### config.mk
export PLATFORM = sky130hd
export DESIGN_NAME = instr_fetch
export DESIGN_NICKNAME = d
export VERILOG_FILES = /design/src/rtl/instr_fetch.sv
export SDC_FILE = /design/constraint.sdc
export NUM_CORES = 1
export LEC_CHECK = 0
export BUFFER_PORTS_ARGS = -buffer_cell sky130_fd_sc_hd__buf_2
export CELL_PAD_IN_SITES_DETAIL_PLACEMENT = 1
export CELL_PAD_IN_SITES_GLOBAL_PLACEMENT = 1
export CORE_AREA = 2 2 66 68
export CTS_CLUSTER_DIAMETER = 60
export DETAILED_ROUTE_END_ITERATION = 8
export DIE_AREA = 0 0 68 70
export HOLD_SLACK_MARGIN = 0.08
export MAX_ROUTING_LAYER = met4
export PLACE_DENSITY_LB_ADDON = 0.1
export SYNTH_ARGS = -nofsm -noshare
export SYNTH_HDL_FRONTEND = slang
export SYNTH_SLANG_ARGS = --single-unit
### constraint.sdc
create_clock -name CLK -period 7.45 [get_ports CLK]
set_input_delay 1.8625 -clock CLK [delete_from_list [all_inputs] [get_ports CLK]]
set_output_delay 1.8625 -clock CLK [all_outputs]
set_load 0.02 [all_outputs]
### src/rtl/instr_fetch.sv
`default_nettype none
//==============================================================================
// Module      : instr_fetch
// Description : Program counter and fetch sequencer (IDLE/RUN/HALTED) feeding a
//               combinational ROM. Optional macro INSTR_FETCH_CYCLES_EN adds a
//               saturating RUN-cycle counter on CycleCount.
// Revision    : 1.0 - initial release
//==============================================================================
module instr_fetch #(
    parameter int PC_W    = 11,
    parameter int INSTR_W = 9,
    parameter int OFF_W   = 6
) (
    input  logic               CLK,
    input  logic               Reset,
    input  logic               Start,
    input  logic [PC_W-1:0]    StartAddr,
    input  logic               Stall,
    input  logic               BranchRel,
    input  logic [OFF_W-1:0]   Offset,
    input  logic               Jump,
    input  logic [PC_W-1:0]    Target,
    input  logic               HaltReq,
    input  logic [INSTR_W-1:0] InstIn,
    output logic [PC_W-1:0]    InstAddress,
    output logic [INSTR_W-1:0] Instruction,
    output logic               InstValid,
`ifdef INSTR_FETCH_CYCLES_EN
    output logic [15:0]        CycleCount,
`endif
    output logic               Done
);

    localparam logic [1:0]      c_IDLE   = 2'd0;
    localparam logic [1:0]      c_RUN    = 2'd1;
    localparam logic [1:0]      c_HALTED = 2'd2;
    localparam logic [PC_W-1:0] c_PC_ONE = {{(PC_W-1){1'b0}}, 1'b1};

    logic [1:0]      r_state;
    logic [1:0]      w_state_nxt;
    logic [PC_W-1:0] r_pc;
    logic [PC_W-1:0] w_pc_nxt;
    logic [PC_W-1:0] w_offset_sext;

    assign w_offset_sext = {{(PC_W-OFF_W){Offset[OFF_W-1]}}, Offset};

    always_ff @(posedge CLK) begin
        if (Reset) begin
            r_state <= c_IDLE;
            r_pc    <= '0;
        end else begin
            r_state <= w_state_nxt;
            r_pc    <= w_pc_nxt;
        end
    end

    // Start overrides every control input; in RUN the rest follow strict priority.
    always_comb begin
        w_state_nxt = r_state;
        w_pc_nxt    = r_pc;
        case (r_state)
            c_IDLE, c_HALTED: begin
                if (Start) begin
                    w_state_nxt = c_RUN;
                    w_pc_nxt    = StartAddr;
                end
            end
            c_RUN: begin
                if (Start) begin
                    w_pc_nxt = StartAddr;
                end else if (HaltReq) begin
                    w_state_nxt = c_HALTED;
                end else if (Stall) begin
                    w_pc_nxt = r_pc;
                end else if (Jump) begin
                    w_pc_nxt = Target;
                end else if (BranchRel) begin
                    w_pc_nxt = r_pc + w_offset_sext;
                end else begin
                    w_pc_nxt = r_pc + c_PC_ONE;
                end
            end
            default: begin
                w_state_nxt = c_IDLE;
                w_pc_nxt    = '0;
            end
        endcase
    end

    assign InstAddress = r_pc;
    assign InstValid   = (r_state == c_RUN) && !Stall;
    assign Instruction = InstValid ? InstIn : '0;
    assign Done        = (r_state == c_HALTED);

`ifdef INSTR_FETCH_CYCLES_EN
    logic [15:0] r_cycles;

    always_ff @(posedge CLK) begin
        if (Reset || Start) begin
            r_cycles <= '0;
        end else if ((r_state == c_RUN) && (r_cycles != 16'hFFFF)) begin
            r_cycles <= r_cycles + 16'd1;
        end
    end

    assign CycleCount = r_cycles;
`endif

endmodule
`default_nettype wire
==> reports/results.md <==
Timing
* 0.00137 ns — Clock Skew
* 42.0% — headroom to the max-slew limit
* 0 ns — total negative slack
* false — RSZ-0062 raised after global routing
* 2.88 ns — setup slack after layout
* 0 — Max Transition Viols Final
* 61.4% — ratio of final minimum period to clock period
* 0 — final hold violation count
* 0 — number of setup violations in the final report
* 4.57 ns — min cycle time layout
* 219 MHz — Max Fclk
* 0.867 ns — transition time of the tightest slew-check pin

Synthesis
* 13 — synthesized flop and latch total
* 7.46 um2 — Avg Synthesized Cell Area
* 1290 um2 — netlist area before placement
* 224 — total nets after synthesis
* 0% — async set or reset register ratio after synthesis
* 173 — Gate Count Post-Synth
* 20.2% — sequential element share of the synthesized area
* dfxtp_1 — most frequently used flop master after synthesis
* 0 — warning count from the yosys run
* 47 — library cells used by synthesis
* 0 — Post-synth EDFFs

Worst hold path
* flop to flop — Hold Path Class

Drt
* 14.8 um — Routed WL per cell
* 69 — Iter 0 DRT Violations
* 4.26 mm — routed wire length
* 5.39 — DR vias/cell
* 1546 — via total after detailed routing
* 0 — detailed-route DRC error count
* 0 — Antenna Nets Post-Route
* 4 — first-pass iteration count of the detailed router

CTS
* built — CTS tree
* 1 — number of H-tree levels
* clkbuf_8 — clk root buf
* 0.25 ns — worst-skew pair later-pin latency
* 0 — total of cells resized after clock tree synthesis
* 2 — number of buffers between clock root and the deepest sink
* 13 — clk sinks
* 0 — count of hold buffers inserted by post-cts repair
* 3 — number of buffers created by CTS
* 0 — Post-CTS Setup Inserts
* 0.06 ns — clock input transition at the sequential cells of the worst setup and hold paths

Global routing
* 1589 — number of global-route vias before repair
* 6.97 mm — wire length of the first global-routing pass
* 25 — largest net degree at the start of global routing
* 19.2% — combined global-route utilization of all metal layers
* 0 — total grt overflow
* 0 — antenna violations before repair

Final layout
* 32.3% — layout cell share with drive strength beyond 1
* 287 — Final #Nets
* 287 — post-route insts no fill
* 0 — number of diodes added for antenna fixing
* 41.0% — final core utilization
* 31.6% — layout-stage area growth over the synthesis result

Floorplan
* 68 um — horizontal die dimension
* 4140 um2 — Placeable Area
* 31.2% — initial core utilization
* 66 — Top-Level Pins
* 24 — Cell Rows
* 4760 um2 — Die Area
* 70 um — die height

Placement
* 0.778 — weighted congestion reported at the end of routability-driven placement
* 3.31 mm — detailed-placement wirelength estimate
* 65 — number of buffers inserted by port buffering
* 2.88 ns — Setup WS pre-CTS
* 283 — number of cells in the design after placement

Worst setup path
* 5.59 ns — data required time at the worst endpoint
* buf_2 — Critical Path Most Common Cell
* buf_2 -> nor2b_1 -> and2_1 -> buf_2 — crit path cell chain
* primary input to output pin — kind of critical path
* nor2b_1 — cell with the largest stage delay on the worst path
* primary input — Worst setup SP type
* 2 — Buf/Inv on CP
* 2.71 ns — arrival time reported for the critical path endpoint
* simple AND/OR/NAND/NOR gates — family with the most delay on the worst path
* output pin — Setup crit end kind
* 10 — largest driver fanout on the critical path
* 0.38 ns — highest cell delay on the worst timing path

Power
* 0.000818 uW — leakage power of the design
* 0.0000523 V — Max VDD drop
* 132 nW/um2 — power density cells

Status
* completed — outcome

Run
* 0 — max-capacitance violation count

[path summary, 6_finish.rpt]
path | to | slack, ns | from | cells past startpoint
worst max-delay path | Instruction[2] | 2.88 | Stall | 4
worst min-delay path | InstAddress[4]$_SDFFE_PP0P_ | 0.50 | InstAddress[4]$_SDFFE_PP0P_ | 2
worst max register to register | InstAddress[10]$_SDFFE_PP0P_ | 5.26 | InstAddress[0]$_SDFFE_PP0P_ | 9
worst min register to register | InstAddress[4]$_SDFFE_PP0P_ | 0.50 | InstAddress[4]$_SDFFE_PP0P_ | 2
[area by class of cell]
class,count,area [um2]
clock buffers,4,45.0
flip-flops and latches,13,260
multi-input cells,148,985
inverters,5,18.8
fillers,551,2440
well taps,52,65.1
repair buffers,65,325
[Yosys cell counts, types with 2 or more instances]
library cell   n  area share [%]
mux2i_1        6             4.7
nor3_1         6             2.3
clkbuf_1       6             1.7
a31oi_1        2            0.97
o211ai_1       2             1.2
a21o_1         2             1.2
or3_1          2            0.97
nor2b_1        4             1.9
inv_1          5             1.5
nor2_1        18             5.2
o21ai_0       10             3.9
a21oi_1       15             5.8
xor2_1         3             2.0
o31ai_1        2             1.2
or2_2          2            0.97
a22oi_1        6             3.5
nand2b_1       5             2.4
o21a_1         3             1.7
ha_1           6             5.8
dfxtp_1       13              20
a32o_1         2             1.6
nand2_1       12             3.5
o22ai_1        2            0.97
and2_1        16             7.8
[registers in the layout, indices dropped and copies added (netlist names)]
signal and flops:
InstAddress 11, r_state 2
[logic make-up (layout without fill, tap and decap cells)]
family	after synthesis	in the layout	share of synthesized area, %
buf+inv	12	74	3.58
fa+ha+maj	7	7	7.36
simple gates	71	71	29.1
mux	6	6	4.65
compound gates	60	60	32.5
flops	13	13	20.2
xor+xnor	4	4	2.71
[layer usage]
metal | GRT usage, % | wire length, um | vias up
met5 | - | 0 | -
met4 | 5.56 | 36 | 0
met3 | 2.74 | 288 | 3
met2 | 30.3 | 1940 | 54
met1 | 25.3 | 2000 | 726
li1 | - | - | 763
[cell usage in the layout (no fill, tap or decap), drive strengths merged, types with 2 or more instances in the layout]
| cell | instances |
|---|---|
| ha | 6 |
| o22ai | 2 |
| nand2b | 5 |
| a22oi | 6 |
| or3 | 2 |
| a32o | 2 |
| xor2 | 3 |
| nand2 | 13 |
| or2 | 2 |
| a31oi | 2 |
| and2 | 16 |
| o21ai | 10 |
| o31ai | 2 |
| o21a | 3 |
| buf | 65 |
| a21oi | 15 |
| nor3 | 7 |
| a211oi | 2 |
| a21o | 2 |
| clkbuf | 4 |
| o211ai | 2 |
| mux2i | 6 |
| nor2b | 5 |
| dfxtp | 13 |
| inv | 5 |
| nor2 | 18 |
[power breakdown]
part,leakage [uW],switching [uW],total [uW],internal (uW)
combinational,0.000688,43.3,77.4,34.0
sequential,0.000107,6.08,80.0,73.9
clock,0.0000228,29.5,67.5,38.0
total,0.000818,79.0,225,146
[worst min-delay path, stage by stage, from the launching register on]
cell     delay [ns]
dfxtp_1        0.34
nand2_1        0.07
a21oi_1        0.05
[through the flow]
| step | total power, uW | area (um2) | hold WS, ns |
|---|---|---|---|
| after floorplan | 130 | 1290 | 0.550 |
| after global placement | 158 | 1650 | 0.497 |
| after detailed placement | 159 | 1650 | 0.494 |
| after CTS | 225 | 1700 | 0.502 |
| after global routing | 238 | 1700 | 0.533 |
| final | 225 | 1700 | 0.504 |
(Power assumes the default switching activity.)
